$ cat config.mk
export PLATFORM = sky130hd
export DESIGN_NAME = imem_loader_flat
export DESIGN_NICKNAME = d
export VERILOG_FILES = /design/src/rtl/imem_loader_if.sv /design/src/rtl/imem_loader.sv /design/src/flat_wrapper.sv
export SDC_FILE = /design/constraint.sdc
export NUM_CORES = 2
export LEC_CHECK = 0
export CAP_MARGIN = 20
export CORE_UTILIZATION = 40
export CTS_BUF_LIST = sky130_fd_sc_hd__clkbuf_16
export CTS_CLUSTER_SIZE = 28
export DETAILED_ROUTE_END_ITERATION = 12
export PLACE_DENSITY_LB_ADDON = 0.3
export SYNTH_ARGS = -nofsm -noshare
export SYNTH_HDL_FRONTEND = slang
export SYNTH_SLANG_ARGS = --single-unit
$ cat constraint.sdc
create_clock -name clk -period 6.45 [get_ports clk]
set_clock_uncertainty 0.05 [all_clocks]
set_input_delay 1.29 -clock clk [delete_from_list [all_inputs] [get_ports clk]]
set_output_delay 1.29 -clock clk [all_outputs]
set_load 0.1 [all_outputs]
$ cat src/rtl/imem_loader_if.sv
// -----------------------------------------------------------------------------
// imem_loader_if
// Bundles the word-stream write channel and the fetch read port of the
// instruction-memory loader.
//
// Handshake: the master holds wr_valid/wr_data/wr_last stable while it offers
// a word. The slave raises wr_ready when it can take a word. A word moves only
// on a rising edge where wr_valid and wr_ready are both 1. wr_ready does not
// depend on wr_valid.
//
// Signals:
//   wr_valid  master->slave  wr_data holds a word
//   wr_data   master->slave  N-bit instruction word
//   wr_last   master->slave  final word of the image
//   wr_ready  slave->master  loader accepts a word this cycle
//   addr      master->slave  fetch word address
//   q         slave->master  fetched instruction (combinational)
// -----------------------------------------------------------------------------
interface imem_loader_if #(
  parameter int N  = 32,
  parameter int AW = 6
);
  logic          wr_valid;
  logic [N-1:0]  wr_data;
  logic          wr_last;
  logic          wr_ready;
  logic [AW-1:0] addr;
  logic [N-1:0]  q;

  modport master (
    output wr_valid, wr_data, wr_last, addr,
    input  wr_ready, q
  );

  modport slave (
    input  wr_valid, wr_data, wr_last, addr,
    output wr_ready, q
  );
endinterface

$ cat src/rtl/imem_loader.sv
// -----------------------------------------------------------------------------
// imem_loader
// Writable instruction memory filled by a word-stream loader. After a load
// completes, the memory is read combinationally through addr/q, the same way
// the fixed instruction ROM is read. Entries the image does not cover are
// written with 32'h0 (NOP). The core is held in reset until the image is in.
//
// Parameters: N (word width), DEPTH (entries), AW (address width,
// DEPTH must equal 2**AW).
//
// Ports:
//   clk         single clock, rising edge
//   reset       synchronous, active-high
//   load_start  one-cycle pulse, starts a (re)load from IDLE or RUN
//   bus         imem_loader_if.slave: wr_valid/wr_data/wr_last/wr_ready, addr/q
//   cpu_reset   hold the processor in reset (1 outside RUN)
//   load_done   image complete, fetch enabled (1 in RUN)
//   load_count  words accepted in the current/last load (saturates at DEPTH)
//   load_err    sticky: a word was offered right after DEPTH words were
//               stored without wr_last on the final word
//   load_sum    (only with IMEM_CHECKSUM_EN) mod-2^N sum of accepted words
//   dbg_state_o FSM state: 0 IDLE, 1 LOAD, 2 FILL, 3 RUN
//
// Optional feature macro: IMEM_CHECKSUM_EN adds the load_sum output and its
// adder. Without it neither exists.
// -----------------------------------------------------------------------------
module imem_loader #(
  parameter int N     = 32,
  parameter int DEPTH = 64,
  parameter int AW    = 6
) (
  input  logic          clk,
  input  logic          reset,
  input  logic          load_start,
  imem_loader_if.slave  bus,
  output logic          cpu_reset,
  output logic          load_done,
  output logic [AW:0]   load_count,
  output logic          load_err,
`ifdef IMEM_CHECKSUM_EN
  output logic [N-1:0]  load_sum,
`endif
  output logic [1:0]    dbg_state_o
);

  typedef enum logic [1:0] {
    S_IDLE = 2'd0,
    S_LOAD = 2'd1,
    S_FILL = 2'd2,
    S_RUN  = 2'd3
  } state_e;

  localparam logic [AW:0] DEPTH_C = (AW+1)'(DEPTH);
  localparam logic [AW:0] LAST_C  = (AW+1)'(DEPTH - 1);

  state_e        state_q, state_d;
  logic [AW:0]   count_q, count_d;
  logic [AW:0]   fill_q,  fill_d;
  logic          err_q,   err_d;
  // Armed when the image filled the memory without wr_last; the very next
  // cycle (first RUN cycle) decides whether an extra word was offered.
  logic          arm_q,   arm_d;
`ifdef IMEM_CHECKSUM_EN
  logic [N-1:0]  sum_q,   sum_d;
`endif

  logic [AW:0]   count_inc;
  logic          mem_we;
  logic [AW-1:0] mem_wa;
  logic [N-1:0]  mem_wd;

  logic [N-1:0]  mem [DEPTH];

  // ---------------------------------------------------------------------------
  // Next state, datapath control and outputs
  // ---------------------------------------------------------------------------
  always_comb begin
    state_d      = state_q;
    count_d      = count_q;
    fill_d       = fill_q;
    err_d        = err_q;
    arm_d        = arm_q;
`ifdef IMEM_CHECKSUM_EN
    sum_d        = sum_q;
`endif
    count_inc    = count_q + 1'b1;
    mem_we       = 1'b0;
    mem_wa       = '0;
    mem_wd       = '0;
    bus.wr_ready = 1'b0;
    bus.q        = '0;
    cpu_reset    = 1'b1;
    load_done    = 1'b0;

    case (state_q)
      S_IDLE: begin
        if (load_start) begin
          state_d = S_LOAD;
          count_d = '0;
          err_d   = 1'b0;
          arm_d   = 1'b0;
`ifdef IMEM_CHECKSUM_EN
          sum_d   = '0;
`endif
        end
      end

      S_LOAD: begin
        bus.wr_ready = 1'b1;
        // wr_ready is 1 for the whole state, so wr_valid alone is a transfer.
        if (bus.wr_valid) begin
          mem_we  = 1'b1;
          mem_wa  = count_q[AW-1:0];
          mem_wd  = bus.wr_data;
          count_d = count_inc;
`ifdef IMEM_CHECKSUM_EN
          sum_d   = sum_q + bus.wr_data;
`endif
          if (count_inc == DEPTH_C) begin
            // Memory full: nothing left to zero-fill.
            state_d = S_RUN;
            arm_d   = !bus.wr_last;
          end else if (bus.wr_last) begin
            state_d = S_FILL;
            fill_d  = count_inc;
          end
        end
      end

      S_FILL: begin
        mem_we = 1'b1;
        mem_wa = fill_q[AW-1:0];
        mem_wd = '0;
        fill_d = fill_q + 1'b1;
        if (fill_q == LAST_C) begin
          state_d = S_RUN;
        end
      end

      S_RUN: begin
        cpu_reset = 1'b0;
        load_done = 1'b1;
        bus.q     = mem[bus.addr];
        if (arm_q) begin
          arm_d = 1'b0;
          if (bus.wr_valid) begin
            err_d = 1'b1;
          end
        end
        // A new load supersedes an error flagged in the same cycle.
        if (load_start) begin
          state_d = S_LOAD;
          count_d = '0;
          err_d   = 1'b0;
          arm_d   = 1'b0;
`ifdef IMEM_CHECKSUM_EN
          sum_d   = '0;
`endif
        end
      end

      default: begin
        state_d = S_IDLE;
      end
    endcase
  end

  // ---------------------------------------------------------------------------
  // Control registers
  // ---------------------------------------------------------------------------
  always_ff @(posedge clk) begin
    if (reset) begin
      state_q <= S_IDLE;
      count_q <= '0;
      fill_q  <= '0;
      err_q   <= 1'b0;
      arm_q   <= 1'b0;
`ifdef IMEM_CHECKSUM_EN
      sum_q   <= '0;
`endif
    end else begin
      state_q <= state_d;
      count_q <= count_d;
      fill_q  <= fill_d;
      err_q   <= err_d;
      arm_q   <= arm_d;
`ifdef IMEM_CHECKSUM_EN
      sum_q   <= sum_d;
`endif
    end
  end

  // ---------------------------------------------------------------------------
  // Instruction memory: one write port, asynchronous read. Contents are not
  // reset; a partial image becomes unreachable because q is 0 outside RUN.
  // ---------------------------------------------------------------------------
  always_ff @(posedge clk) begin
    if (mem_we && !reset) begin
      mem[mem_wa] <= mem_wd;
    end
  end

  assign load_count  = count_q;
  assign load_err    = err_q;
  assign dbg_state_o = state_q;
`ifdef IMEM_CHECKSUM_EN
  assign load_sum    = sum_q;
`endif

endmodule

$ cat src/flat_wrapper.sv
// flat-port wrapper written by rule: the top's interface ports become plain ports
module imem_loader_flat 
#(
  parameter int N     = 32,
  parameter int DEPTH = 64,
  parameter int AW    = 6
)
  (clk, reset, load_start, cpu_reset, load_done, load_count, load_err, dbg_state_o, bus_wr_valid, bus_wr_data, bus_wr_last, bus_addr, bus_wr_ready, bus_q);
  imem_loader_if #(.N(N), .AW(AW)) bus_i ();
  input  logic clk;
  input  logic reset;
  input  logic load_start;
  output logic cpu_reset;
  output logic load_done;
  output logic [AW:0] load_count;
  output logic load_err;
  output logic [1:0] dbg_state_o;
  input wire logic [$bits(bus_i.wr_valid)-1:0] bus_wr_valid;
  input wire logic [$bits(bus_i.wr_data)-1:0] bus_wr_data;
  input wire logic [$bits(bus_i.wr_last)-1:0] bus_wr_last;
  input wire logic [$bits(bus_i.addr)-1:0] bus_addr;
  output wire logic [$bits(bus_i.wr_ready)-1:0] bus_wr_ready;
  output wire logic [$bits(bus_i.q)-1:0] bus_q;
  assign bus_i.wr_valid = bus_wr_valid;
  assign bus_i.wr_data = bus_wr_data;
  assign bus_i.wr_last = bus_wr_last;
  assign bus_i.addr = bus_addr;
  assign bus_wr_ready = bus_i.wr_ready;
  assign bus_q = bus_i.q;
  imem_loader #(.N(N), .DEPTH(DEPTH), .AW(AW)) u_core (.clk(clk), .reset(reset), .load_start(load_start), .bus(bus_i), .cpu_reset(cpu_reset), .load_done(load_done), .load_count(load_count), .load_err(load_err), .dbg_state_o(dbg_state_o));
endmodule
; ---- Word level (Yosys, flattened, before mapping)
; Memories as Yosys holds them, arrays and structs flattened.
; Cells that the tools add are included.
; Widths: inputs -> output; s select.
[word_totals]
reg_bits = 18
latch_bits = 0
ram_bits = 2048
rom_bits = 0
in_bits = 43
out_inout_bits = 45
word_cells = 70
memories = 1
[memory_table]
columns = name, words, word_bits, rd, rd_clocked_by_memory_dff, write_ports, line_no
row1 = u_core.mem, 64, 32, 1, 0, 1, imem_loader.sv:72  ; logic [N-1:0] mem [DEPTH];
[op_classes]
n_addsub = 2
mul = 0
div_mod_pow = 0
n_lt_le_gt_ge = 0
eq_ne = 15
n_shift = 0
mux = 33
bitwise = 0
reduce_logical = 14
[ops]
columns = operator, n
row1 = $mux 32, 3
row2 = $mux 7, 5
row3 = $pmux 7 s2, 2
row4 = $reduce_and 4->1, 4
row5 = $add 7x1->7 const B, 2
row6 = $mux 1, 12
row7 = $pmux 6 s2, 1
row8 = $mux 2, 5
row9 = $ne 2x2->1 const B, 4
row10 = $eq 7x6->1 const B, 1
row11 = $eq 7x7->1 const B, 1
row12 = $mux 6, 1
row13 = $ne 2x1->1 const B, 3
row14 = $ne 3x2->1 const B, 2
row15 = $pmux 2 s3, 1
row16 = $reduce_bool 2->1, 3
row17 = $eq 2x2->1 const B, 2
row18 = $pmux 1 s2, 2
row19 = $ne 3x3->1 const B, 1
row20 = $pmux 1 s3, 1
row21 = $reduce_and 3->1, 1
row22 = $reduce_bool 3->1, 1
row23 = $eq 2x1->1 const B, 1
row24 = $logic_not 1->1, 2
row25 = 3 further kinds, 3

; ---- Logic depth before layout (Yosys ltp)
[logic_depth]
ltp_word = 5
ltp_mapped = 9
mapped_depth_nobuf = 7

; ---- Worst setup path after synthesis
; No wires, ideal clock.
[synth_timing]
kind = register to output
startpoint = register u_core.state_q[0] (netlist: u_core.dbg_state_o[0])
endpoint = output port bus_q[25]
arrival_time_ns = 7.896
slack_ns = -2.786
path_stages_with_launch = 6
path_cell_list = dfxtp_1 -> ha_1 -> clkbuf_1 -> inv_1 -> clkbuf_1 -> a2111oi_0
[synth_via]
elab_chain_len = 2
[synth_rtl]
columns = element, line_no
row1 = from (decl), imem_loader.sv:56  ; state_e state_q, state_d;
row2 = from (signal assigned), imem_loader.sv:182  ; state_q <= state_d;
row3 = $eq 2x2->1, imem_loader.sv:95  ; case (state_q)
row4 = $mux 32, imem_loader.sv:95
row5 = to (decl), flat_wrapper.sv:23  ; output wire logic [$bits(bus_i.q)-1:0] bus_q;
; No other way between the ends.

; ---- Final worst setup path
[layout_timing]
startpoint = input port bus_addr[2]
endpoint = output port bus_q[9]
[layout_via]
elab_chain_len = 2
[layout_rtl]
columns = element, line_no
row1 = from (decl), flat_wrapper.sv:21  ; input wire logic [$bits(bus_i.addr)-1:0] bus_addr;
row2 = $mem_v2 64x32, --
row3 = $mux 32, imem_loader.sv:95
; No other way between the ends.

==> metrics.cfg <==
[logic_synthesis]
yosysUniqueCellTypes=56
yosysTopAreaCell=edfxtp_1
seq_area_frac_synth_pct=77.4
yosysWarningCount=0
synth_flop_cell=edfxtp_1
yosys.area_share.simple_pct=1.84
synth_fa_ha_area_share_pct=0.125
synth_edf_count=2048
syn_area_per_cell_sq_um=22.6
synth_compound_area_share_pct=2.23
synthTopCellsByArea=edfxtp_1 (77%), mux4_2 (15%), mux2i_1 (1.6%)
synth_top_family_by_area=multiplexers
synth_nets=3584
syn_inst=3533
synthMuxAreaShare_pct=17.0
syn_area_sq_um=80000
synth_top_area_share_pct=76.9
async_flop_share_pct=0
synth_xor_xnor_area_share_pct=0.0548
ys_seq_elements=2066

[worst_setup_path]
r2r-end=u_core.mem[40][6]
worstPathCellList=buf_8 > buf_4 > buf_4 > mux4_2 > mux2i_1 > mux2i_1 > o211ai_1 > nor2_1 > buf_4 > buf_12
path_class=input pin to output pin
cp_common_cell=buf_4
r2r_cells=8
timing.rr.start=u_core.dbg_state_o[1]
crit_slowest_cell=nor2_1
cp.arrival_ns=4.77
path_max_fanout=52
startpoint=bus_addr[2]
start_kind=input pin
max_stage_delay_ns=0.64
crit_path_end_kind=output pin
reg2reg_slack_ns=2.33
critPathRequiredTime_ns=5.11
crit_end=bus_q[9]

[pwr]
power_mw=28.9
power_per_cell_area_nw_per_um2=312
power_frac_clock_pct=38.7
combPwrFrac_pct=8.7
p_int_mw=22.1
swShare_pct=23.4
ir_worst_vdd_v=0.000310
p_leak_nw=29.5
power_frac_seq_pct=52.6
p_switching_mw=6.77

[global_route]
grt_pass1_wl_um=308000
overflow=0
grt_usage_pct=21.6
grt_pass1_vias=39500
grt_max_degree=65
antenna_found_initial=5

[clocking]
clkTransAtPathRegs_ns=0.06
clockBufferDepth=3
postCtsSetupBuffers=0
cts_made_buffers=200
cts-resized-gates=0
clk_latency_ns=0.85
htree_levels=4
cts_tree=yes
cts_hold_buf=0
clockRootBuffer=clkbuf_16
cts.sinks=2066

[floorplan]
chipWidth_um=449
io_pins=88
core_sq_um=198000
rows=163
start_util_pct=40.4
die_area_sq_um=202000
die_height_um=449

[routing]
routed_wl_um=220000
via_per_inst=5.91
drc=0
drt_iter0_markers=4868
dr.pass1.iters=5
m1WireLength_um=86600
antenna_left=0
drt-wirelength-per-cell_um=32.9
maxUsedRoutingLayer=met5
vias=39400
dr_wl_met2_um=109000
met3_length_um=17600

[worst_hold_path]
hp-class=flop to flop

[sta]
fmax_ghz=0.164
min_period_ns=6.11
finalHoldViolCount=0
setup_tns_ns=0
max_slew_margin_pct=19.9
timing.final.crit_share_pct=94.8
tightest_slew_ns=1.19
drv_slew=0
rsz0062_at_grt=false
final-setup-viol-count=0

[cells_and_area]
area_delta_synth_final_pct=15.8
layout-drive-gt1-share_pct=29.9
nets=3910

[place]
dp_hpwl_um=127000
io_buffers=87
place_congestion=0.800

[outcome]
run_status=finished clean

[flow_run]
drv_cap=0

[synth_stat cells (all sizes together) (3+ instances only)]
cell and instances:
inv 12, nor3b 3, o211ai 21, a31oi 11, edfxtp 2048, mux4 535
nor3 20, a21o 3, a2bb2oi 4, a2111oi 3, a32oi 3, a21boi 3
dfxtp 18, and2 9, xnor2 3, o21ai 17, a211oi 11, a311oi 3
nand2 66, nand3 28, a22o 16, and3 39, nor2 108, a22oi 71
o22ai 11, nand2b 11, a221o 3, o221ai 4, ha 8, a221oi 11
a21oi 41, nor2b 17, a211o 5, mux2 20, clkbuf 69, mux2i 130
o32ai 5, buf 126
[final cells by class]
cell class / instances / area (sq um)
clock inverter: 162 / 1150
antenna: 15 / 37.5
sequential: 2066 / 61900
inverter: 12 / 45.0
multi-input combinational: 1260 / 17500
tap: 2640 / 3300
clock buffer: 203 / 5080
timing repair buffer: 319 / 3590
fill: 16100 / 105000
[worst max-delay path, delay by kind of cell]
family	cells	cell delay [ns]
buffers and inverters	5	1.64
muxes	3	0.87
and+or+nand+nor	1	0.64
AOI/OAI and AO/OA	1	0.17
[worst min path at each step]
| stage | startpoint | endpoint | slack, ns | cells after the start |
|---|---|---|---|---|
| global placement | u_core.arm_q | u_core.arm_q | 0.41 | 2 |
| global route | u_core.arm_q | u_core.arm_q | 0.45 | 2 |
| CTS | u_core.fill_q[6] | u_core.fill_q[6] | 0.43 | 2 |
| detailed placement | u_core.fill_q[6] | u_core.fill_q[6] | 0.42 | 2 |
| floorplan | u_core.fill_q[6] | u_core.fill_q[6] | 0.40 | 2 |
| finish | u_core.arm_q | u_core.arm_q | 0.43 | 2 |
[per-layer routing]
metal / track usage (%) / vias to the layer above
li1: - / 15700
met1: 29.4 / 21500
met2: 35.6 / 1865
met3: 3.77 / 283
met4: 6.80 / 6
met5: 0 / -
[cell usage in the layout, fill, tap and decap left out, drive strengths merged, types with 28 or more instances in the layout]
cell type and n:
nor2 108, a21oi 41, nand3 28, mux4 535, a22oi 71, clkinv 89, inv 66, clkbuf 203
edfxtp 2048, and3 39, mux2i 130, clkdlybuf4s50 49, buf 270, nand2 66
[registers in the layout, indices dropped and copies added (netlist names)]
| signal | cells |
|---|---|
| u_core.load_err | 1 |
| u_core.dbg_state_o | 2 |
| u_core.arm_q | 1 |
| u_core.load_count | 7 |
| u_core.fill_q | 7 |
| u_core.mem | 2048 |
[power groups by stage]
stage | Sequential (mW) | Combinational (mW) | Clock (mW)
detailed placement | 15.5 | 2.43 | 0
finish | 15.2 | 2.53 | 11.2
floorplan | 15.5 | 1.39 | 0
global placement | 15.5 | 2.38 | 0
CTS | 15.2 | 2.43 | 11.3
global route | 15.2 | 2.66 | 11.8
[cell families after synthesis]
kind of cell	Yosys count
adder cells (fa/ha/maj)	8
multiplexers	685
flip-flops	2066
AND/OR/NAND/NOR	312
AO/OA/AOI/OAI	250
buffers and inverters	207
XOR/XNOR	5
[through the flow]
step | worst slack, ns | util (%) | cell area [sq um] | hold WS, ns | instances
after floorplan | -0.0248 | - | 80000 | 0.403 | 3533
after global placement | 0.244 | 43.4 | 85800 | 0.414 | 6276
after detailed placement | 0.302 | 43.4 | 85800 | 0.422 | 6276
after CTS | 0.295 | 46.5 | 92100 | 0.432 | 6641
after global routing | 0.139 | 46.8 | 92600 | 0.451 | 6677
final | 0.338 | 46.8 | 92600 | 0.432 | 6677
No activity file was read; power rests on OpenSTA's default activity.
